### config.mk
export PLATFORM = sky130hd
export DESIGN_NAME = dmem_dma
export DESIGN_NICKNAME = d
export VERILOG_FILES = /design/src/rtl/dmem_dma_pkg.sv /design/src/rtl/dmem_dma_ctr.sv /design/src/rtl/dmem_dma.sv
export SDC_FILE = /design/constraint.sdc
export NUM_CORES = 1
export LEC_CHECK = 0
export CAP_MARGIN = 30
export CORE_UTILIZATION = 54
export CTS_BUF_LIST = sky130_fd_sc_hd__clkbuf_8
export DETAILED_ROUTE_END_ITERATION = 7
export GPL_TIMING_DRIVEN = 0
export PLACE_DENSITY_LB_ADDON = 0.08
export SETUP_SLACK_MARGIN = 0.02
export SLEW_MARGIN = 20
export SYNTH_ARGS = -nofsm -noshare
export SYNTH_HDL_FRONTEND = slang
export SYNTH_HIERARCHICAL = 1
export SYNTH_SLANG_ARGS = --single-unit
### constraint.sdc
create_clock -name clk_i -period 5.2 [get_ports clk_i]
set_input_delay 0.52 -clock clk_i [delete_from_list [all_inputs] [get_ports clk_i]]
set_output_delay 0.52 -clock clk_i [all_outputs]
set_load 0.05 [all_outputs]
### src/rtl/dmem_dma_pkg.sv
// Shared types and default widths for the dmem block-copy engine.
package dmem_dma_pkg;

    // Engine states; IDLE/FIN bracket every transfer, READ/WRITE move one word.
    typedef enum logic [1:0] {
        StIdle,
        StRead,
        StWrite,
        StFin
    } dma_state_e;

    localparam int unsigned DMEM_DEPTH = 256;
    localparam int unsigned ADDR_W_DEF = 16;
    localparam int unsigned DATA_W_DEF = 16;
    localparam int unsigned LEN_W_DEF  = 9;

endpackage

### src/rtl/dmem_dma_ctr.sv
// Loadable down-counter with zero flag; tracks the remaining word count.
module dmem_dma_ctr #(
    parameter int unsigned W = 9
) (
    input  logic         clk_i,
    input  logic         rst_ni,
    input  logic         load_i,
    input  logic [W-1:0] load_val_i,
    input  logic         dec_i,
    output logic [W-1:0] count_o,
    output logic         zero_o
);

    logic [W-1:0] cnt_q;

    // Load wins over decrement; decrement saturates at zero.
    always_ff @(posedge clk_i or negedge rst_ni) begin
        if (!rst_ni) begin
            cnt_q <= '0;
        end else if (load_i) begin
            cnt_q <= load_val_i;
        end else if (dec_i && (cnt_q != '0)) begin
            cnt_q <= cnt_q - 1'b1;
        end
    end

    assign count_o = cnt_q;
    assign zero_o  = (cnt_q == '0);

endmodule

### src/rtl/dmem_dma.sv
// Block-copy initiator driving the master side of the 256x16 dmem port.
// Optional build macro DMA_FILL_EN adds a fill mode that writes a constant
// value to consecutive destination words without reading.
module dmem_dma
    import dmem_dma_pkg::*;
#(
    parameter int unsigned ADDR_W = ADDR_W_DEF,
    parameter int unsigned DATA_W = DATA_W_DEF,
    parameter int unsigned LEN_W  = LEN_W_DEF
) (
    input  logic              clk_i,
    input  logic              rst_ni,
    input  logic              start_i,
    input  logic [ADDR_W-1:0] src_addr_i,
    input  logic [ADDR_W-1:0] dst_addr_i,
    input  logic [LEN_W-1:0]  len_i,
`ifdef DMA_FILL_EN
    input  logic              fill_mode_i,
    input  logic [DATA_W-1:0] fill_value_i,
`endif
    input  logic              mem_grant_i,
    output logic [ADDR_W-1:0] mem_addr_o,
    output logic [DATA_W-1:0] mem_wdata_o,
    output logic              mem_write_o,
    output logic              mem_read_o,
    input  logic [DATA_W-1:0] mem_rdata_i,
    output logic              busy_o,
    output logic              done_o,
    output logic [LEN_W-1:0]  words_left_o
);

    dma_state_e        state_q;
    logic [ADDR_W-1:0] src_q;
    logic [ADDR_W-1:0] dst_q;
    logic [DATA_W-1:0] data_q;
    logic              busy_q;
    logic              done_q;
`ifdef DMA_FILL_EN
    logic              fill_q;
`endif

    logic             ctr_load;
    logic             ctr_dec;
    logic             ctr_zero;
    logic [LEN_W-1:0] words_left;
    logic             last_word;

    assign ctr_load  = (state_q == StIdle) && start_i && (len_i != '0);
    assign ctr_dec   = (state_q == StWrite) && mem_grant_i;
    // Zero term is defensive only; a WRITE is never entered with an empty count.
    assign last_word = (words_left == LEN_W'(1)) || ctr_zero;

    dmem_dma_ctr #(
        .W (LEN_W)
    ) u_ctr (
        .clk_i      (clk_i),
        .rst_ni     (rst_ni),
        .load_i     (ctr_load),
        .load_val_i (len_i),
        .dec_i      (ctr_dec),
        .count_o    (words_left),
        .zero_o     (ctr_zero)
    );

    // Transfer FSM with pointers, read latch and registered busy/done.
    always_ff @(posedge clk_i or negedge rst_ni) begin
        if (!rst_ni) begin
            state_q <= StIdle;
            src_q   <= '0;
            dst_q   <= '0;
            data_q  <= '0;
            busy_q  <= 1'b0;
            done_q  <= 1'b0;
`ifdef DMA_FILL_EN
            fill_q  <= 1'b0;
`endif
        end else begin
            done_q <= 1'b0;
            unique case (state_q)
                StIdle: begin
                    if (start_i) begin
                        if (len_i != '0) begin
                            src_q   <= src_addr_i;
                            dst_q   <= dst_addr_i;
                            busy_q  <= 1'b1;
                            state_q <= StRead;
`ifdef DMA_FILL_EN
                            fill_q  <= fill_mode_i;
                            // Fill reuses the read latch as the constant source.
                            if (fill_mode_i) begin
                                data_q  <= fill_value_i;
                                state_q <= StWrite;
                            end
`endif
                        end else begin
                            // Empty transfer: no memory access, just the done pulse.
                            state_q <= StFin;
                            done_q  <= 1'b1;
                        end
                    end
                end
                StRead: begin
                    if (mem_grant_i) begin
                        data_q  <= mem_rdata_i;
                        src_q   <= src_q + 1'b1;
                        state_q <= StWrite;
                    end
                end
                StWrite: begin
                    if (mem_grant_i) begin
                        dst_q <= dst_q + 1'b1;
                        if (last_word) begin
                            state_q <= StFin;
                            busy_q  <= 1'b0;
                            done_q  <= 1'b1;
                        end else begin
`ifdef DMA_FILL_EN
                            state_q <= fill_q ? StWrite : StRead;
`else
                            state_q <= StRead;
`endif
                        end
                    end
                end
                StFin: begin
                    state_q <= StIdle;
                end
                default: begin
                    state_q <= StIdle;
                end
            endcase
        end
    end

    // Memory strobes follow state and grant directly; bus is zero when idle.
    always_comb begin
        mem_read_o  = 1'b0;
        mem_write_o = 1'b0;
        mem_addr_o  = '0;
        mem_wdata_o = '0;
        if (mem_grant_i && (state_q == StRead)) begin
            mem_read_o = 1'b1;
            mem_addr_o = src_q;
        end else if (mem_grant_i && (state_q == StWrite)) begin
            mem_write_o = 1'b1;
            mem_addr_o  = dst_q;
            mem_wdata_o = data_q;
        end
    end

    assign busy_o       = busy_q;
    assign done_o       = done_q;
    assign words_left_o = words_left;

endmodule

**Word level (Yosys, flattened, before mapping)**

Cells that the tools add are included.

- Input bits: 61
- Register bits: 61
- Word-level logic and storage cells: 70
- Output and inout port bits: 45

- Mux-type cells: 33
- Equality and inequality tests: 9
- Add/subtract/negate cells: 3
- Reduce and logical (&&, ||, !) cells: 18

Operators by type and width:

| kind | count |
|---|---|
| $mux 16 | 10 |
| $pmux 16 s2 | 2 |
| $add 16x1->16 const B | 2 |
| $mux 9 | 2 |
| $reduce_bool 9->1 | 2 |
| $mux 1 | 11 |
| $mux 2 | 5 |
| $eq 9x1->1 const B | 1 |
| $logic_not 9->1 | 1 |
| $sub 9x1->9 const B | 1 |
| $ne 2x2->1 const B | 4 |
| $pmux 2 s4 | 1 |
| $reduce_and 4->1 | 2 |
| $reduce_bool 2->1 | 3 |
| $logic_and 1x1->1 | 5 |
| $reduce_and 5->1 | 1 |
| $eq 2x2->1 const B | 2 |
| $pmux 1 s2 | 2 |
| $reduce_and 3->1 | 1 |
| $eq 2x1->1 const B | 1 |
| $logic_not 2->1 | 1 |
| $ne 2x1->1 const B | 1 |
| $reduce_and 2->1 | 1 |
| $logic_or 1x1->1 | 1 |

**Longest topological paths before layout**

Gate-level depths: netlist (run 1).

- Word-level depth: 5
- Depth in mapped cells: 9
- Gate-level depth less buffers: 8

**Hierarchy**

The synthesis (run 1) kept the hierarchy.

Modules (own cells, without submodules):

| module | sequential area each (µm²) | instances | cells an instance | area each (µm²) |
|---|---|---|---|---|
| dmem_dma | 1301.2 | 1 | 335 | 3135.5 |
| dmem_dma_ctr | 225.2 | 1 | 75 | 624.3 |

**Worst setup path before layout (run 1)**

No wires, ideal clock.

- Path kind: register -> output
- Start: register state_q[1]
- End: output port mem_addr_o[10]
- Arrival time: 2089 ps
- Data required time: 4680 ps
- Setup slack: 2591 ps
- Cell stages (with the launch flop): 7
- Buffers on the path: 3
- Cells stage by stage: dfrtp_1 > buf_6 > inv_1 > and3_1 > buf_2 > buf_1 > a22o_1

- Cells in the longest elaborated chain, start to end: 4
- Elaborated cells between the ends (all ways): 6
- Those cells by class: eq/ne: 2; mux: 2; reduce/logical: 2

RTL lines:

| what | RTL line | RTL |
|---|---|---|
| from (decl) | dmem_dma.sv:32 | `dma_state_e state_q;` |
| from (signal assigned) | dmem_dma.sv:68 | `state_q <= StIdle;` |
| from (signal assigned) | dmem_dma.sv:86 | `state_q <= StRead;` |
| from (signal assigned) | dmem_dma.sv:97 | `state_q <= StFin;` |
| $eq 2x2->1 | dmem_dma.sv:144 | `end else if (mem_grant_i && (state_q == StWrite)) begin` |
| $logic_and 1x1->1 | dmem_dma.sv:144 |  |
| $mux 16 | dmem_dma.sv:144 |  |
| $mux 16 (*) | dmem_dma.sv:141 | `if (mem_grant_i && (state_q == StRead)) begin` |
| to (decl) | dmem_dma.sv:22 | `output logic [ADDR_W-1:0] mem_addr_o,` |

Mark *: on every way between the ends. The rest lies on a longest branch, timed or not.

**Worst setup path in the final report (run 1)**

- Start: input port mem_grant_i
- End: output port mem_addr_o[12]

- Cells in the longest elaborated chain, start to end: 3
- Elaborated cells between the ends (all ways): 4
- Those cells by class: mux: 2; reduce/logical: 2

RTL lines:

| what | RTL line | RTL |
|---|---|---|
| from (decl) | dmem_dma.sv:21 | `input logic mem_grant_i,` |
| $logic_and 1x1->1 | dmem_dma.sv:144 |  |
| $mux 16 | dmem_dma.sv:144 |  |
| $mux 16 (*) | dmem_dma.sv:141 |  |

Marked as above.

==> impl_metrics.tcl, run 1 <==
set metrics [dict create \
    cts_tree "built" \
    hold_viol_final 0 \
    drtIter0Drc 377 \
    path_clk_slew_ps 80 \
    cpMostUsedCell "clkdlybuf4s50_1" \
    synthDistinctLibCells 58 \
    combPwrFrac 0.539 \
    synth_area_leader_cell "dfrtp_1" \
    instances_no_fill 612 \
    grt_pass1_wl_um 17500 \
    postCtsSetupRepairBufs 0 \
    fillers 481 \
    cp-start-kind "input pin" \
    worstPathRequired_ps 4680 \
    tns_ps 0 \
    ff2ff_path_depth 8 \
    period_minus_slack_ps 3440 \
    synthArstFlopShare 1.00 \
    grt_setup_unrepaired "false" \
    synth_commonest_cells "dfrtp_1 (61), nand2_1 (43), a21oi_1 (37)" \
    worstSetupPathType "input pin to output port" \
    viasPerCell 6.27 \
    worstSetupStartpoint "mem_grant_i" \
    routed_wl_um 10500 \
    slew_headroom 0.604 \
    power.internal_mw 1.60 \
    layout_setup_ws_ps 1760 \
    cts_buffers 9 \
    hold_buffers 0 \
    fp-row-count 30 \
    end_kind "output port" \
    hp-class "input pin to asynchronous set/reset pin" \
    r2r_start "state_q[1]$_DFFE_PN0P_" \
    fmax_mhz 290 \
    syn_inst 410 \
    maxCapViolations 0 \
    diodes 0 \
    first_pass_iters 5 \
    root_buffer "clkbuf_8" \
    synth_edf_count 0 \
    crit_fanout 10 \
    place_hpwl_um 7500 \
    avgSynthCellArea_um2 9.17 \
    finalNetCount 591 \
    crit_chain "clkdlybuf4s50_1 > nand2_1 > nor2_4 > clkbuf_1 > a22o_1 > clkdlybuf4s50_1" \
    clock_latency_ps 350 \
    fp.coreArea_mm2 0.00676 \
    die_w_um 85.4 \
    cts_max_level 3 \
    max-clock-path-buffers 2 \
    timing.rr.end "u_ctr/count_o[3]$_DFFE_PN0P_" \
    crit_arrival_ps 2920 \
    skew_ps 15.2 \
    synth.most_common_cell "dfrtp_1" \
    io_pins 106 \
    area_delta_synth_final_pct 36.8 \
    reg2reg_slack_ps 2630 \
    synth_area_leaders "dfrtp_1 (41%), a21oi_1 (4.9%), mux2_2 (4.8%), nand2_1 (4.3%), a22o_1 (3.7%)" \
    dr_total_vias 3837 \
    post_drt_wl_per_cell_um 17.2 \
    synth-seq-cells 61 \
    cts_sinks 61 \
    grt_usage 0.304 \
    leakagePower_nw 2.03 \
    drc_errors 0 \
    yosys_warnings 6 \
    p_switching_mw 1.47 \
    grt_antenna_before_repair 0 \
    initial_core_util 0.556 \
    cts_resized 0 \
    overflow 0 \
    finalMaxSlewViolations 0 \
    place_ws_ps 1810 \
    yosysSeqAreaShare 0.406 \
    worst_pin_slew_ps 589 \
    ys.flop_type "dfrtp_1" \
    synth_top_cell_area_share 0.406 \
    max_stage_delay_ps 800 \
    drive_gt1_frac 0.139 \
    gp_routability_congestion 0.857 \
    portBuffers 105 \
    setup_viol 0 \
    dp.cells 596 \
    status "finished, final reports clean" \
    clkPwrFrac 0.145 \
    p_seq_frac 0.316 \
    p_sw_frac 0.479 \
    grt_pass1_vias 3601 \
    cp-endpoint "mem_addr_o[12]" \
    ant_nets 0 \
    die_area_mm2 0.00730 \
    ir_worst_vdd_uv 361 \
    utilization 0.761 \
    netlist_area_mm2 0.00376 \
    cp_slowest_cell "clkdlybuf4s50_1" \
    powerDensity_mw_per_mm2 598 \
    die_h_um 85.4 \
    syn_nets 474 \
    fin_crit_sh 0.662 \
    grt_max_degree 51 \
]
cell families after synthesis:
| logic type | Yosys count | synth area share |
|---|---|---|
| AND/OR/NAND/NOR | 148 | 0.209 |
| multiplexers | 19 | 0.0559 |
| flip-flops | 61 | 0.406 |
| buffers and inverters | 40 | 0.0542 |
| adder cells (fa/ha/maj) | 3 | 0.00998 |
| AO/OA/AOI/OAI | 139 | 0.265 |
through the flow:
stage	total power, mW	hold WS [ps]	instance area (um^2)
global placement	2.56	481	4910
finish	3.08	0.673	5140
detailed placement	2.61	385	4940
global route	3.26	3.07	5140
floorplan	2.10	224	3760
CTS	3.07	2.64	5140
power groups by stage:
stage | clock, mW | sequential (mW) | combinational [mW]
floorplan | 0 | 1.01 | 1.09
global placement | 0 | 0.962 | 1.60
detailed placement | 0 | 0.973 | 1.64
CTS | 0.453 | 0.967 | 1.65
global route | 0.471 | 1.01 | 1.78
finish | 0.447 | 0.973 | 1.66
worst max-delay path: cells and delay by family:
family	cells	cell delay, ps
buffers and inverters	3	1750
AND/OR/NAND/NOR	2	410
AO/OA/AOI/OAI	1	240
worst min path at each step:
| stage | from | endpoint | slack, ps |
|---|---|---|---|
| after global routing | rst_ni | dst_q[7]$_DFFE_PN0P_ | 3 |
| after CTS | rst_ni | dst_q[6]$_DFFE_PN0P_ | 3 |
| after global placement | data_q[9]$_DFFE_PN0P_ | data_q[9]$_DFFE_PN0P_ | 480 |
| after detailed placement | rst_ni | dst_q[6]$_DFFE_PN0P_ | 390 |
| after floorplan | rst_ni | busy_o$_DFFE_PN0P_ | 220 |
| final | rst_ni | dst_q[7]$_DFFE_PN0P_ | 0.7 |
registers in the layout (all words and copies together) (netlist names):
| signal | cells |
|---|---|
| data_q | 16 |
| dst_q | 16 |
| src_q | 16 |
| u_ctr/count_o | 9 |
| state_q | 2 |
| busy_o | 1 |
| done_o | 1 |
placed cells by master (no fill, tap or decap), types with 12 or more instances in the layout:
cell type / n
clkdlybuf4s50_1: 104
dfrtp_1: 61
nand2_1: 43
a21oi_1: 37
nor2_1: 27
and2_1: 18
nand3_1: 17
a22o_1: 16
mux2_2: 16
o21ai_0: 13
inv_1: 12
cell type report:
class                      instances  area (um^2)  area share
multi-input combinational        309         2030       0.395
sequential                        61         1530       0.297
timing repair buffer             106         1080       0.209
buffer                            27          150      0.0292
clock buffer                      10          138      0.0268
tap                               80          100      0.0195
clock inverter                     6         70.1      0.0136
inverter                          13         53.8      0.0105
layer usage:
metal / wire [um] / track usage / part of all wire / vias to the layer above
met5: 0 / 0 / 0 / -
met3: 824 / 0.0671 / 0.078 / 14
met1: 4470 / 0.399 / 0.42 / 1852
met4: 140 / 0.102 / 0.013 / 0
met2: 5120 / 0.499 / 0.48 / 199
li1: - / - / - / 1772
(Power assumes the default switching activity.)
==> inputs of run 2 (changes only) <==
--- a/config.mk
+++ b/config.mk
@@ -6,7 +6,7 @@
 export NUM_CORES = 1
 export LEC_CHECK = 0
 export CAP_MARGIN = 30
-export CORE_UTILIZATION = 54
+export CORE_UTILIZATION = 50
 export CTS_BUF_LIST = sky130_fd_sc_hd__clkbuf_8
 export DETAILED_ROUTE_END_ITERATION = 7
 export GPL_TIMING_DRIVEN = 0
==> constraint.sdc (replaced) <==
create_clock -name clk_i -period 3.45 [get_ports clk_i]
set_input_delay 0.345 -clock clk_i [delete_from_list [all_inputs] [get_ports clk_i]]
set_output_delay 0.345 -clock clk_i [all_outputs]
set_load 0.05 [all_outputs]
==> run 2 against run 1 <==
  * Register-to-register slack lost 1700 ps
  * Critical path depth grew 1
  * Cell area grew 0.80%
  * Count of clock-buffer cells in the layout shrank 1
  * Final cell count grew 3.3%
  * Global-route usage shrank 2.6 points
  * Via count shrank 0.96%
  * Worst hold slack gained 390 ps
  * Sequential power grew 51%
  * Clock power grew 59%
  * Largest power group unchanged
==> impl_metrics.tcl, run 2 (synthesized netlist as in run 1, its figures left out) <==
set metrics [dict create \
    leakagePower_nw 2.03 \
    crit_buf_inv 5 \
    reg.largest.list "data_q x16, dst_q x16, src_q x16" \
    drc_errors 0 \
    drive_gt1_frac 0.137 \
    reg2reg_slack_ps 940 \
    finalNetCount 592 \
    grt_usage 0.278 \
    fp-row-count 31 \
    root_buffer "clkbuf_8" \
    met2_length_um 5190 \
    worstSetupPathType "flop to output port" \
    fin_crit_sh 0.897 \
    post_drt_wl_per_cell_um 17.0 \
    place_hpwl_um 7730 \
    die_h_um 88.7 \
    ir_worst_vdd_uv 457 \
    cts_buffers 9 \
    worst_pin_slew_ps 609 \
    hp-class "input pin to asynchronous set/reset pin" \
    wl_met3_um 858 \
    routed_wl_um 10700 \
    powerDensity_mw_per_mm2 902 \
    fp.coreArea_mm2 0.00725 \
    crit_fanout 10 \
    ant_nets 0 \
    end_kind "output port" \
    cts_resized 0 \
    initial_core_util 0.518 \
    grt_setup_unrepaired "false" \
    grt_max_degree 51 \
    crit_chain "buf_6 > inv_1 > and3_1 > buf_2 > buf_1 > a22o_1 > clkdlybuf4s50_1" \
    grt_pass1_wl_um 16800 \
    worstPathRequired_ps 3110 \
    overflow 0 \
    crit_family "buffers and inverters" \
    final_cell_mix "clkdlybuf4s50_1 (104), dfrtp_1 (61), nand2_1 (43)" \
    first_pass_iters 5 \
    holdWs_ps 388 \
    setup_viol 0 \
    cts_max_level 3 \
    hold_viol_final 0 \
    top_layer "met4" \
    path_clk_slew_ps 80 \
    period_minus_slack_ps 3090 \
    slew_headroom 0.591 \
    gp_routability_congestion 0.848 \
    grt_pass1_vias 3552 \
    clock_latency_ps 340 \
    layout_setup_ws_ps 357 \
    status "finished, final reports clean" \
    met1_length_um 4560 \
    max_stage_delay_ps 800 \
    cts_sinks 61 \
    io_pins 106 \
    portBuffers 105 \
    skew_ps 11.0 \
    crit_arrival_ps 2750 \
    cp-start-kind "flop" \
    max-clock-path-buffers 2 \
    area_delta_synth_final_pct 37.9 \
    viasPerCell 6.01 \
    finalMaxSlewViolations 0 \
    final_common_cell "clkdlybuf4s50_1" \
    drtIter0Drc 273 \
    maxCapViolations 0 \
    fmax_mhz 323 \
    ff2ff_path_depth 8 \
    die_w_um 88.7 \
    grt_antenna_before_repair 0 \
    diodes 0 \
    place_ws_ps 393 \
    dr_total_vias 3800 \
    r2r_start "state_q[1]$_DFFE_PN0P_" \
    timing.rr.end "u_ctr/count_o[3]$_DFFE_PN0P_" \
    die_area_mm2 0.00787 \
    cts_tree "built" \
    cp_slowest_cell "clkdlybuf4s50_1" \
]
-- run 2: power breakdown --
part | internal [mW] | total [mW] | switching (mW)
logic | 1.00 | 2.50 | 1.49
registers | 1.06 | 1.47 | 0.411
clock network | 0.403 | 0.711 | 0.308
total | 2.46 | 4.68 | 2.21
-- run 2: worst register-to-register path, stage by stage (launching register included) --
cell and delay [ps]:
dfrtp_1 340, buf_6 120, nand2_1 160, nor2_4 230, clkbuf_1 320, clkbuf_2 270, or4b_1 500, a2111o_1 410
o211ai_1 90
-- run 2: worst max-delay path by stage --
| stage | start | to | depth (start not counted) |
|---|---|---|---|
| 2_1_floorplan | state_q[1]$_DFFE_PN0P_ | mem_addr_o[10] | 6 |
| 3_3_place_gp | rst_ni | data_q[10]$_DFFE_PN0P_ | 1 |
| 3_5_place_dp | mem_grant_i | mem_addr_o[14] | 6 |
| 4_1_cts | state_q[1]$_DFFE_PN0P_ | mem_addr_o[14] | 7 |
| 5_1_grt | state_q[1]$_DFFE_PN0P_ | mem_addr_o[14] | 7 |
| 6_report | state_q[1]$_DFFE_PN0P_ | mem_addr_o[13] | 7 |
-- run 2: layer usage --
layer | global-route usage | up-vias
met4 | 0.0880 | 0
met5 | 0 | -
li1 | - | 1763
met1 | 0.358 | 1838
met3 | 0.0662 | 12
met2 | 0.464 | 187
-- run 2: what timing repair did --
item                                   in CTS  in global routing
endpoints found under the hold margin      11                  0
buffers inserted                            0                  0
hold buffers                                1                  0
-- run 2: area by class of cell --
type	count	area (um^2)
repair buffers	107	1090
clock inverters	7	91.3
fillers	565	2070
flip-flops and latches	61	1530
inverters	13	53.8
multi-input cells	309	2030
clock buffers	9	124
well taps	99	124
plain buffers	27	150
-- run 2: per-stage QoR --
stage               instance area [um^2]  power [mW]  utilization  setup TNS [ps]  instances
CTS                                 5180        4.67        0.715               0        632
global route                        5180        4.96        0.715               0        632
finish                              5180        4.68        0.715               0        632
floorplan                           3760        3.16            -               0        410
detailed placement                  4960        3.94        0.684               0        615
global placement                    4930        3.87        0.680           -6710        614
